===== config.mk =====
export PLATFORM = sky130hd
export DESIGN_NAME = pulse_train_gen
export DESIGN_NICKNAME = d
export VERILOG_FILES = /design/src/rtl/pulse_train_pkg.sv /design/src/rtl/pulse_train_gen_phase_counter.sv /design/src/rtl/pulse_train_gen.sv
export SDC_FILE = /design/constraint.sdc
export NUM_CORES = 1
export LEC_CHECK = 0
export CAP_MARGIN = 20
export CORE_ASPECT_RATIO = 1.2
export CORE_MARGIN = 2
export CORE_UTILIZATION = 35
export CTS_BUF_LIST = sky130_fd_sc_hd__clkbuf_4 sky130_fd_sc_hd__clkbuf_8
export DETAILED_ROUTE_END_ITERATION = 8
export PLACE_DENSITY = 0.61
export SYNTH_ARGS = -nofsm -noshare
export SYNTH_HDL_FRONTEND = slang
export SYNTH_HIERARCHICAL = 1
export SYNTH_SLANG_ARGS = --single-unit
export TNS_END_PERCENT = 100

===== constraint.sdc =====
create_clock -name clk -period 3.6 [get_ports clk]
set_input_delay 1.08 -clock clk [delete_from_list [all_inputs] [get_ports clk]]
set_output_delay 1.08 -clock clk [all_outputs]
set_load 0.02 [all_outputs]

===== src/rtl/pulse_train_pkg.sv =====
// -----------------------------------------------------------------------------
// pulse_train_pkg
// Shared definitions for the pulse-train transmitter.
//   STATE_W        : width of the one-hot FSM state vector
//   IDLE/HIGH/LOW  : one-hot state encodings
//   CNT_W_DEFAULT  : default width of configuration fields and counters
//   cfg_low_eff()  : maps a requested low length of 0 onto 1
// -----------------------------------------------------------------------------
package pulse_train_pkg;

    localparam int STATE_W       = 3;
    localparam int CNT_W_DEFAULT = 8;

    localparam logic [STATE_W-1:0] IDLE = 3'b001;
    localparam logic [STATE_W-1:0] HIGH = 3'b010;
    localparam logic [STATE_W-1:0] LOW  = 3'b100;

    // A zero-length gap would merge adjacent pulses, so it is stretched to one cycle.
    function automatic logic [CNT_W_DEFAULT-1:0] cfg_low_eff8(input logic [CNT_W_DEFAULT-1:0] v);
        return (v == '0) ? CNT_W_DEFAULT'(1) : v;
    endfunction

endpackage


===== src/rtl/pulse_train_gen_phase_counter.sv =====
// -----------------------------------------------------------------------------
// phase_counter
// Simple CNT_W-bit up counter used for both phase and pulse counting.
//   clk      : system clock
//   rst      : asynchronous active-high reset, clears the count
//   cnt_init : synchronous clear to zero (wins over cnt_incr)
//   cnt_incr : increment by one
//   cnt_val  : current count
// -----------------------------------------------------------------------------
module phase_counter #(
    parameter int CNT_W = 8
) (
    input  logic             clk,
    input  logic             rst,
    input  logic             cnt_init,
    input  logic             cnt_incr,
    output logic [CNT_W-1:0] cnt_val
);

    logic [CNT_W-1:0] cnt_q;
    logic [CNT_W-1:0] cnt_d;

    always_comb begin
        cnt_d = cnt_q;
        if (cnt_init) begin
            cnt_d = '0;
        end else if (cnt_incr) begin
            cnt_d = cnt_q + CNT_W'(1);
        end
    end

    always_ff @(posedge clk or posedge rst) begin
        if (rst) begin
            cnt_q <= '0;
        end else begin
            cnt_q <= cnt_d;
        end
    end

    assign cnt_val = cnt_q;

endmodule


===== src/rtl/pulse_train_gen.sv =====
// -----------------------------------------------------------------------------
// pulse_train_gen
// Programmable pulse-train transmitter. A start in IDLE latches the
// configuration and emits cfg_num pulses of cfg_high cycles separated by
// max(cfg_low,1) low cycles, then pulses done for one cycle.
//   clk       : system clock, rising edge
//   rst       : asynchronous active-high reset
//   start     : one-cycle request, honoured only in IDLE
//   halt      : abort to IDLE, highest priority, no done
//   cfg_high  : high-phase length (>=1)
//   cfg_low   : low-phase length (0 treated as 1)
//   cfg_num   : number of pulses (>=1)
//   pulse_out : pulse train, decoded from the state register
//   busy      : train in progress
//   done      : one-cycle pulse after the last high cycle
//   cfg_err   : one-cycle pulse after a start rejected for bad configuration
// -----------------------------------------------------------------------------
module pulse_train_gen
    import pulse_train_pkg::*;
#(
    parameter int CNT_W = CNT_W_DEFAULT
) (
    input  logic             clk,
    input  logic             rst,
    input  logic             start,
    input  logic             halt,
    input  logic [CNT_W-1:0] cfg_high,
    input  logic [CNT_W-1:0] cfg_low,
    input  logic [CNT_W-1:0] cfg_num,
    output logic             pulse_out,
    output logic             busy,
    output logic             done,
    output logic             cfg_err
);

    logic [STATE_W-1:0] state_q,   state_d;
    logic [CNT_W-1:0]   high_q,    high_d;
    logic [CNT_W-1:0]   low_q,     low_d;
    logic [CNT_W-1:0]   num_q,     num_d;
    logic               done_q,    done_d;
    logic               cfg_err_q, cfg_err_d;

    logic               ph_init, ph_incr;
    logic               pc_init, pc_incr;
    logic [CNT_W-1:0]   phase;
    logic [CNT_W-1:0]   pulse;

    logic               phase_last_high;
    logic               phase_last_low;
    logic               pulse_last;

    phase_counter #(.CNT_W(CNT_W)) u_phase_cnt (
        .clk      (clk),
        .rst      (rst),
        .cnt_init (ph_init),
        .cnt_incr (ph_incr),
        .cnt_val  (phase)
    );

    phase_counter #(.CNT_W(CNT_W)) u_pulse_cnt (
        .clk      (clk),
        .rst      (rst),
        .cnt_init (pc_init),
        .cnt_incr (pc_incr),
        .cnt_val  (pulse)
    );

    // Shadow values are always >=1 while a train runs, so the minus-one
    // terms never wrap and the full 2^CNT_W-1 range is usable.
    assign phase_last_high = (phase == high_q - CNT_W'(1));
    assign phase_last_low  = (phase == low_q  - CNT_W'(1));
    assign pulse_last      = (pulse == num_q  - CNT_W'(1));

    always_comb begin
        state_d   = state_q;
        high_d    = high_q;
        low_d     = low_q;
        num_d     = num_q;
        done_d    = 1'b0;
        cfg_err_d = 1'b0;
        ph_init   = 1'b0;
        ph_incr   = 1'b0;
        pc_init   = 1'b0;
        pc_incr   = 1'b0;

        if (halt) begin
            state_d = IDLE;
            ph_init = 1'b1;
            pc_init = 1'b1;
        end else begin
            case (state_q)
                IDLE: begin
                    if (start) begin
                        if (cfg_high == '0 || cfg_num == '0) begin
                            cfg_err_d = 1'b1;
                        end else begin
                            high_d  = cfg_high;
                            low_d   = (cfg_low == '0) ? CNT_W'(1) : cfg_low;
                            num_d   = cfg_num;
                            ph_init = 1'b1;
                            pc_init = 1'b1;
                            state_d = HIGH;
                        end
                    end
                end
                HIGH: begin
                    if (phase_last_high) begin
                        ph_init = 1'b1;
                        if (pulse_last) begin
                            // Last pulse: no trailing gap, finish straight away.
                            state_d = IDLE;
                            done_d  = 1'b1;
                        end else begin
                            pc_incr = 1'b1;
                            state_d = LOW;
                        end
                    end else begin
                        ph_incr = 1'b1;
                    end
                end
                LOW: begin
                    if (phase_last_low) begin
                        ph_init = 1'b1;
                        state_d = HIGH;
                    end else begin
                        ph_incr = 1'b1;
                    end
                end
                default: begin
                    // Non-one-hot state: recover to IDLE with clean counters.
                    state_d = IDLE;
                    ph_init = 1'b1;
                    pc_init = 1'b1;
                end
            endcase
        end
    end

    always_ff @(posedge clk or posedge rst) begin
        if (rst) begin
            state_q   <= IDLE;
            high_q    <= '0;
            low_q     <= '0;
            num_q     <= '0;
            done_q    <= 1'b0;
            cfg_err_q <= 1'b0;
        end else begin
            state_q   <= state_d;
            high_q    <= high_d;
            low_q     <= low_d;
            num_q     <= num_d;
            done_q    <= done_d;
            cfg_err_q <= cfg_err_d;
        end
    end

    assign pulse_out = (state_q == HIGH);
    assign busy      = (state_q != IDLE);
    assign done      = done_q;
    assign cfg_err   = cfg_err_q;

endmodule


==> metrics.yaml, run 1 <==
status:
  status: "finished, final reports clean"
pwr:
  ir_worst_vdd_v: 0.0002555
  pwr-share-seq_pct: 40.9
  p_per_area_nw_per_um2: 642.4
  p_leak_nw: 1.287
  power_w: 0.002172
  sw_frac_of_total_pct: 39.93
  p_comb_share_pct: 44.0
  p_sw_w: 0.0008672
  clkPwrFrac_pct: 15.2
  p_int_w: 0.001305
synthesis:
  synth_nets: 307
  synthArstFlopShare_pct: 100.0
  netlist.area_leader.share_pct: 38.43
  yosys.area.top_type: "dfrtp_1"
  yosysSeqAreaShare_pct: 39.34
  synth_cells: 274
  yosys_warnings: 6
  synth_ff_type: "dfrtp_1"
  synth_area_leaders: "dfrtp_1 38%, xnor2_1 8.6%, mux2_2 7.9%, xor2_1 3.4%, nor2_1 2.2%"
  synth.avg_cell_area_sq_um: 10.46
  synth.distinct_cells: 53
  syn_area_sq_um: 2865
  synth_edf_count: 0
  yosys_register_bits: 45
global_routing:
  grt_start_max_net_pins: 18
  first_global_vias: 2169
  grt_antenna_before_repair: 0
  grt_pass1_wl_um: 10450
  met2_usage_pct: 29.59
  grt_overflow_total: 0
  use_met3_pct: 2.482
  groute.layer.met1.usage_pct: 16.74
  busiest_layer: "met2"
  grt_use_total_pct: 15.18
route:
  viasPerCell: 5.360
  drtIter0Drc: 205
  drc_errors: 0
  post_drt_wl_per_cell_um: 15.13
  drt_first_pass_iters: 4
  routed_wl_um: 6142
  ant_nets: 0
  vias: 2176
finish:
  drive_gt1_share_pct: 18.33
  final_core_util_pct: 42.17
  fin_nets: 343
  syn_to_final_growth_pct: 17.99
  fillers: 788
  antenna_cells: 0
sta:
  setup_viol: 0
  tightest_slew_ns: 0.5536
  relSlewSlack_pct: 63.05
  finalMaxSlewViolations: 0
  hold_slack_ns: 0.5365
  layout_min_cycle_time_ns: 3.233
  fmax_mhz: 309.3
  rsz0062_at_grt: "false"
  finalSetupTns_ns: 0
  fin_crit_sh_pct: 89.80
  finalHoldViolCount: 0
  skew_ns: 0.007623
place:
  numPortBuffers: 31
  gp_congestion: 0.7601
  hpwlAfterDp_um: 4942
setup_path:
  reg2reg_depth: 11
  r2r_start: "low_q[0]"
  cp_cell_sequence: "clkdlybuf4s50_1 > nor4_1 > nand2_1 > nand3_1 > a31oi_1 > or3b_2 > o2111ai_4 > xor2_1 > nor2_1"
  cp.required_ns: 3.81
  critPathMaxStageDelay_ns: 0.50
  endpoint_kind: "flop"
  crit_path_max_fanout: 5
  rrSetupSlack_ns: 0.65
  critPathArrivalTime_ns: 3.44
  crit_type: "in -> reg"
  r2r-end: "u_phase_cnt/cnt_val[5]"
  start_kind: "primary input"
  slowest_stage: "or3b_2"
clock_network:
  cts_hold_buf: 0
  ctsResizeCount: 0
  clock-root-buffer: "clkbuf_8"
  clkTransAtPathRegs_ns: 0.09
  cts_tree: "built"
  cts_made_buffers: 5
  post_cts_buffers: 0
  worstSkewPairLatency_ns: 0.31
  clock-sinks: 45
  clk_path_buf_depth: 2
  htreeDepth: 2
floorplanning:
  rows: 36
  core-area_sq_um: 8018
  die_w_um: 86.60
  initial_core_util_pct: 35.74
  dieHeight_um: 103.1
  die_area_sq_um: 8929
  pin_count: 32
min_path:
  whs_endpoint: "high_q[7]"
  min_path_type: "reg -> reg"
  min_path_cells: 1
  hp-start: "high_q[7]"
run:
  drv_cap: 0
[cell usage in the layout (no fill, tap or decap), types with 8 or more instances in the layout]
cell type	count
dfrtp_1	44
clkdlybuf4s50_1	31
xnor2_1	28
mux2_2	20
nor2_1	17
nand2_1	13
a21oi_1	12
xor2_1	11
inv_1	10
nand2b_1	10
o21ai_0	10
nor3_1	9
buf_4	9
nand3_1	8
[power by group through the flow]
stage / logic [W] / registers [W] / clock network [W]
3_3_place_gp: 0.000940 / 0.000899 / 0
2_1_floorplan: 0.000815 / 0.000822 / 0
5_1_grt: 0.00106 / 0.000921 / 0.000367
4_1_cts: 0.000966 / 0.000890 / 0.000344
3_5_place_dp: 0.000963 / 0.000900 / 0
6_report: 0.000955 / 0.000888 / 0.000329
[layer usage]
metal | wire (um) | up-vias
met4 | 69 | 0
li1 | - | 1060
met2 | 3490 | 24
met5 | 0 | -
met1 | 2447 | 1087
met3 | 134 | 5
[critical path, delay by kind of cell]
kind                      cells  cell delay [ns]
AOI/OAI and AO/OA             2             0.37
xor gates and xnor gates      1             0.18
buffers and inverters         1             0.44
and+or+nand+nor               5             1.36
[cell families after synthesis]
| family | Yosys count | synth area share, % |
|---|---|---|
| flip-flops | 45 | 39.35 |
| AND/OR/NAND/NOR | 96 | 21.27 |
| buffers and inverters | 21 | 3.930 |
| AO/OA/AOI/OAI | 42 | 11.27 |
| multiplexers | 26 | 10.09 |
| XOR/XNOR | 39 | 11.92 |
| adder cells (fa/ha/maj) | 5 | 2.183 |
[final cells by class]
class                           instances  area (sq um)  area share [%]
Multi-Input combinational cell        208          1625           48.08
Sequential cell                        45          1127           33.35
Timing Repair Buffer                   40         377.9           11.18
Tap cell                               95         118.9           3.516
Clock buffer                            5         68.82           2.036
Inverter                               10         37.54           1.110
Clock inverter                          3         25.02          0.7402
[through the flow]
step | instances | setup WS [ns] | area (sq um)
2_1_floorplan | 274 | 0.7623 | 2865
3_3_place_gp | 398 | 0.04229 | 3287
3_5_place_dp | 398 | 0.02559 | 3287
4_1_cts | 406 | 0.3603 | 3381
5_1_grt | 406 | 0.2362 | 3381
6_report | 406 | 0.3671 | 3381
[flip-flops by register name, indices dropped and copies added, names as in the netlist]
signal,flops
cfg_err,1
done,1
high_q,8
low_q,8
num_q,8
state_q,3
u_phase_cnt/cnt_val,8
u_pulse_cnt/cnt_val,8
[synth_stat cells, drive strengths merged, types with 10 or more instances]
cell type   n
a21oi      12
buf        10
dfrtp      44
inv        10
mux2       23
nand2      13
nand2b     10
nor2       19
nor3       11
o21ai      11
xnor2      28
xor2       11
[worst max-delay path by stage]
| stage | to | cells past startpoint | startpoint | slack [ns] |
|---|---|---|---|---|
| 3_3_place_gp | u_pulse_cnt/cnt_val[3] | 9 | cfg_high[7] | 0.04 |
| 4_1_cts | u_pulse_cnt/cnt_val[3] | 9 | cfg_high[7] | 0.36 |
| 6_report | u_pulse_cnt/cnt_val[3] | 9 | cfg_high[7] | 0.37 |
| 3_5_place_dp | u_pulse_cnt/cnt_val[5] | 9 | cfg_high[7] | 0.03 |
| 2_1_floorplan | u_phase_cnt/cnt_val[5] | 7 | halt | 0.76 |
| 5_1_grt | u_pulse_cnt/cnt_val[3] | 9 | cfg_high[7] | 0.24 |
No activity file was read; power rests on OpenSTA's default activity.
==> run 2, diff against run 1 <==
clock period = 3.4 ns   (was 3.6 ns; I/O delays follow)
==> run 2 against run 1 <==
Critical path depth unchanged. Sequential share of layout area down 0.34 points. Clock power about the same. Hold slack worse by 0.0048 ns. Final cell count up 0.99%. First-iteration DRC count down 49%. Wire length up 3.6%. Count of clock-buffer cells in the layout up 1. Utilization up 0.44 points. Total power up 6.2%. Largest cell class unchanged. Highest routed layer unchanged.
==> metrics.yaml, run 2 (same netlist as run 1, synthesis figures left out) <==
setup_path:
  critPathMaxStageDelay_ns: 0.50  # about the same
  crit_type: "in -> reg"
  cp_cell_sequence: "clkdlybuf4s50_1 > nor4_1 > nand2_1 > nand3_1 > a31oi_1 > or3b_2 > o2111ai_4 > or3_1 > a21oi_1"
  crit_path_max_fanout: 5  # unchanged
  slowest_stage: "nor4_1"
  critPathArrivalTime_ns: 3.36  # -0.08 ns
  endpoint_kind: "flop"
  cp.required_ns: 3.58  # -0.23 ns
  start_kind: "primary input"
route:
  routed_wl_um: 6362  # +3.6%
  drc_errors: 0  # unchanged
  drt_first_pass_iters: 4  # unchanged
  viasPerCell: 5.390  # +0.57%
  drtIter0Drc: 104  # -49%
  ant_nets: 0  # unchanged
  vias: 2210  # +1.6%
  post_drt_wl_per_cell_um: 15.52  # +2.6%
sta:
  fmax_mhz: 314.6
  relSlewSlack_pct: 66.48  # +3.4 points
  fin_crit_sh_pct: 93.48
  setup_viol: 0  # unchanged
  skew_ns: 0.01057  # +0.002946 ns
  rsz0062_at_grt: "false"
  tightest_slew_ns: 0.4982  # -0.05541 ns
  hold_slack_ns: 0.5317  # -0.004818 ns
  finalHoldViolCount: 0  # unchanged
  finalMaxSlewViolations: 0  # unchanged
  layout_min_cycle_time_ns: 3.178
pwr:
  sw_frac_of_total_pct: 39.31  # -0.62 points
  p_sw_w: 0.0009072  # +4.6%
  p_int_w: 0.001400  # +7.3%
  clkPwrFrac_pct: 14.2  # -1.0 points
  pwr-share-seq_pct: 40.5  # -0.4 points
  p_leak_nw: 1.316  # +2.3%
  ir_worst_vdd_v: 0.0002974  # +16%
  p_comb_share_pct: 45.3  # +1.3 points
  p_per_area_nw_per_um2: 675.6  # +5.2%
global_routing:
  grt_pass1_wl_um: 10630  # +1.7%
  grt_start_max_net_pins: 30  # +12
  grt_use_total_pct: 15.42  # +0.24 points
  grt_antenna_before_repair: 0  # unchanged
  first_global_vias: 2243  # +3.4%
  grt_overflow_total: 0  # unchanged
place:
  numPortBuffers: 31  # unchanged
  gp_congestion: 0.7720  # +1.6%
  hpwlAfterDp_um: 5079  # +2.8%
clock_network:
  htreeDepth: 2  # unchanged
  clock-root-buffer: "clkbuf_8"
  cts_tree: "built"
  ctsResizeCount: 0  # unchanged
  cts_hold_buf: 0  # unchanged
  post_cts_buffers: 0  # unchanged
  clock-sinks: 45  # unchanged
  clkTransAtPathRegs_ns: 0.08  # about the same
  cts_made_buffers: 5  # unchanged
  worstSkewPairLatency_ns: 0.30  # about the same
  clk_path_buf_depth: 2  # unchanged
finish:
  layout_common_cells: "44 x dfrtp_1, 31 x clkdlybuf4s50_1, 28 x xnor2_1"
  fin_nets: 347  # +1.2%
  antenna_cells: 0  # unchanged
  final_core_util_pct: 42.60  # +0.44 points
  drive_gt1_share_pct: 19.37  # +1.0 points
  syn_to_final_growth_pct: 19.21
  layout_commonest_cell: "dfrtp_1"
floorplanning:
  initial_core_util_pct: 35.74  # unchanged
  pin_count: 32  # unchanged
  core-area_sq_um: 8018  # unchanged
  die_area_sq_um: 8929  # unchanged
  dieHeight_um: 103.1  # unchanged
  rows: 36  # unchanged
  die_w_um: 86.60  # unchanged
status:
  status: "finished, final reports clean"
run:
  drv_cap: 0  # unchanged
min_path:
  min_path_type: "reg -> reg"
-- run 2: cell count changes in the layout (fill, tap and decap cells not counted), sizes merged --
cell      before  now
clkbuf         5    6
inv           11   10
clkinv         1    2
clkinvlp       1    0
buf            9   13
-- run 2: metal layers --
metal  vias up  GRT usage [%]  part of all wire (%)
met2        35          29.17                    54
met5         -              0                     0
met4         0          6.731                   3.0
met1      1094          16.67                    40
met3        15          2.802                   2.3
li1       1066              -                     -
-- run 2: critical path: cells and delay by family --
kind                   cells  cell delay, ns
AND/OR/NAND/NOR            5            1.48
AO/OA/AOI/OAI              3            0.43
buffers and inverters      1            0.44
-- run 2: worst paths after layout --
path                        startpoint                endpoint  cells past startpoint  slack, ns
max                        cfg_high[7]  u_pulse_cnt/cnt_val[5]                      9       0.22
min                           num_q[7]                num_q[7]                      1       0.53
max reg2reg                   low_q[0]  u_phase_cnt/cnt_val[5]                     11       0.49
min reg2reg                   num_q[7]                num_q[7]                      1       0.53
max in group asynchronous          rst              state_q[0]                      3       1.89
min in group asynchronous          rst  u_pulse_cnt/cnt_val[1]                      2       1.06
-- run 2: layout make-up --
type / instances / area [sq um]
clock buffer: 6 / 76.32
clock inverter: 2 / 10.01
fill: 786 / 4602
inverter: 10 / 37.54
multi-input combinational: 208 / 1625
sequential: 45 / 1127
tap: 95 / 118.9
timing repair buffer: 44 / 420.4
-- run 2: power by group through the flow --
| stage | Clock (W) | Sequential [W] | Combinational (W) |
|---|---|---|---|
| 6_report | 0.000327 | 0.000934 | 0.00105 |
| 5_1_grt | 0.000366 | 0.000964 | 0.00116 |
| 4_1_cts | 0.000347 | 0.000938 | 0.00106 |
| 3_5_place_dp | 0 | 0.000948 | 0.00106 |
| 3_3_place_gp | 0 | 0.000944 | 0.00103 |
| 2_1_floorplan | 0 | 0.000870 | 0.000863 |
-- run 2: metrics by stage --
step           worst slack (ns)  total power, W  TNS [ns]  instance area, sq um  instances
2_1_floorplan            0.6223        0.001734         0                  2865        274
3_5_place_dp            -0.1096        0.002007   -0.3039                  3329        402
3_3_place_gp           -0.08236        0.001978   -0.2152                  3329        402
6_report                 0.2216        0.002308         0                  3416        410
5_1_grt                 0.05794        0.002486         0                  3416        410
4_1_cts                  0.2108        0.002347         0                  3416        410
==> run 3, diff against run 2 <==
REMOVE_ABC_BUFFERS = 1   (was not set)
==> run 3 against run 2 <==
Register-to-register slack worse by 0.05 ns. Clock skew barely moved. Maximum frequency rose by 0.67%. Utilization shrank 0.19 points. Clock power rose by 6%. Flip-flop and latch count unchanged. Final cell count fell by 0.24%. Highest routed layer unchanged.
==> metrics.yaml, run 3 (same netlist as run 1, synthesis figures left out) <==
sta:
  skew_ns: 0.01029  # -0.0002815 ns
  layout_min_cycle_time_ns: 3.157  # -0.02125 ns
  relSlewSlack_pct: 61.56  # -4.9 points
  fin_crit_sh_pct: 92.86  # -0.63 points
  hold_slack_ns: 0.5294  # -0.002251 ns
  finalHoldViolCount: 0  # unchanged
  tightest_slew_ns: 0.5714  # +0.07320 ns
  finalMaxSlewViolations: 0  # unchanged
  setup_viol: 0  # unchanged
  rsz0062_at_grt: "false"
  fmax_mhz: 316.7  # +0.67%
  setup_slack_ns: 0.2429  # +0.02125 ns
clock_network:
  cts_hold_buf: 0  # unchanged
  clkTransAtPathRegs_ns: 0.09  # about the same
  cts_made_buffers: 5  # unchanged
  clk_path_buf_depth: 2  # unchanged
  ctsResizeCount: 0  # unchanged
  clock-sinks: 45  # unchanged
  clock-root-buffer: "clkbuf_8"
  htreeDepth: 2  # unchanged
  cts_tree: "built"
  post_cts_buffers: 0  # unchanged
  worstSkewPairLatency_ns: 0.31  # about the same
setup_path:
  slowest_stage: "nor4_1"
  critPathMaxStageDelay_ns: 0.54  # +0.04 ns
  start_kind: "primary input"
  endpoint_kind: "flop"
  cp.required_ns: 3.60  # +0.02 ns
  cp_cell_sequence: "clkdlybuf4s50_1 > nor4_1 > nand2_1 > nand3_1 > a31oi_1 > or3b_2 > o2111ai_4 > xor2_1 > nor2_1"
  crit_type: "in -> reg"
  critPathArrivalTime_ns: 3.36  # about the same
  crit_path_max_fanout: 5  # unchanged
finish:
  final_area_sq_um: 3401  # -0.44%
  final_core_util_pct: 42.42  # -0.19 points
  antenna_cells: 0  # unchanged
  syn_to_final_growth_pct: 18.69
  layout_commonest_cell: "dfrtp_1"
  fin_nets: 346  # -0.29%
  layout_common_cells: "44 x dfrtp_1, 31 x clkdlybuf4s50_1, 28 x xnor2_1"
  drive_gt1_share_pct: 19.11  # -0.26 points
min_path:
  min_path_type: "reg -> reg"
floorplanning:
  die_area_sq_um: 8929  # unchanged
  pin_count: 32  # unchanged
  die_w_um: 86.60  # unchanged
  rows: 36  # unchanged
  initial_core_util_pct: 35.74  # unchanged
  core-area_sq_um: 8018  # unchanged
  dieHeight_um: 103.1  # unchanged
route:
  routed_wl_um: 6015  # -5.5%
  post_drt_wl_per_cell_um: 14.71  # -5.2%
  vias: 2179  # -1.4%
  drtIter0Drc: 160  # +54%
  drc_errors: 0  # unchanged
  ant_nets: 0  # unchanged
  viasPerCell: 5.328  # -1.2%
  drt_first_pass_iters: 5  # +1
global_routing:
  first_global_vias: 2139  # -4.6%
  grt_use_total_pct: 14.93  # -0.49 points
  grt_start_max_net_pins: 16  # -47%
  grt_antenna_before_repair: 0  # unchanged
  grt_overflow_total: 0  # unchanged
  grt_pass1_wl_um: 10490  # -1.2%
place:
  hpwlAfterDp_um: 4804  # -5.4%
  pre_cts_ws_ns: -0.07459  # +0.03503 ns
  place_area_sq_um: 3309  # -0.60%
  gp_congestion: 0.8607  # +11%
  numPortBuffers: 31  # unchanged
pwr:
  ir_worst_vdd_v: 0.0002919  # -1.9%
  p_per_area_nw_per_um2: 675.6  # about the same
  p_leak_nw: 1.292  # -1.8%
  power_w: 0.002298  # -0.43%
run:
  drv_cap: 0  # unchanged
status:
  status: "finished, final reports clean"
[run 3: worst paths after layout]
path / from / to / slack (ns) / cells after the start
min in group asynchronous: rst / u_pulse_cnt/cnt_val[1] / 1.05 / 2
setup / recovery: cfg_num[0] / u_pulse_cnt/cnt_val[3] / 0.24 / 9
setup reg to reg: high_q[0] / u_phase_cnt/cnt_val[7] / 0.44 / 12
max in group asynchronous: rst / num_q[5] / 1.78 / 3
hold / removal: num_q[7] / num_q[7] / 0.53 / 1
hold reg to reg: num_q[7] / num_q[7] / 0.53 / 1
[run 3: final cells by class]
cell class / instances / area (sq um)
Fill cell: 807 / 4617
Sequential cell: 45 / 1127
Inverter: 10 / 37.54
Multi-Input combinational cell: 208 / 1625
Tap cell: 95 / 118.9
Clock buffer: 5 / 68.82
Clock inverter: 3 / 22.52
Timing Repair Buffer: 43 / 400.4
[run 3: stage by stage]
step / cells / TNS, ns
5_1_grt: 409 / 0
6_report: 409 / 0
3_3_place_gp: 401 / -0.2731
4_1_cts: 409 / 0
2_1_floorplan: 263 / 0
3_5_place_dp: 401 / -0.1658
[run 3: worst max-delay path, delay by kind of cell]
| kind | cells | cell delay (ns) |
|---|---|---|
| AO/OA/AOI/OAI | 2 | 0.36 |
| AND/OR/NAND/NOR | 5 | 1.36 |
| XOR/XNOR | 1 | 0.20 |
| buffers and inverters | 1 | 0.41 |
[run 3: power breakdown]
part | switching [W] | internal, W | total [W]
sequential | 0.000248 | 0.000697 | 0.000946
combinational | 0.000470 | 0.000536 | 0.00101
clock | 0.000202 | 0.000144 | 0.000346
[run 3: routing by layer]
metal  vias to the layer above  track usage, %  part of all wire, %
met3                        12           2.642                  4.5
met2                        40           25.50                   51
met4                         0           6.851                  2.7
met1                      1059           18.36                   42
li1                       1068               -                    -
met5                         -               0                    0
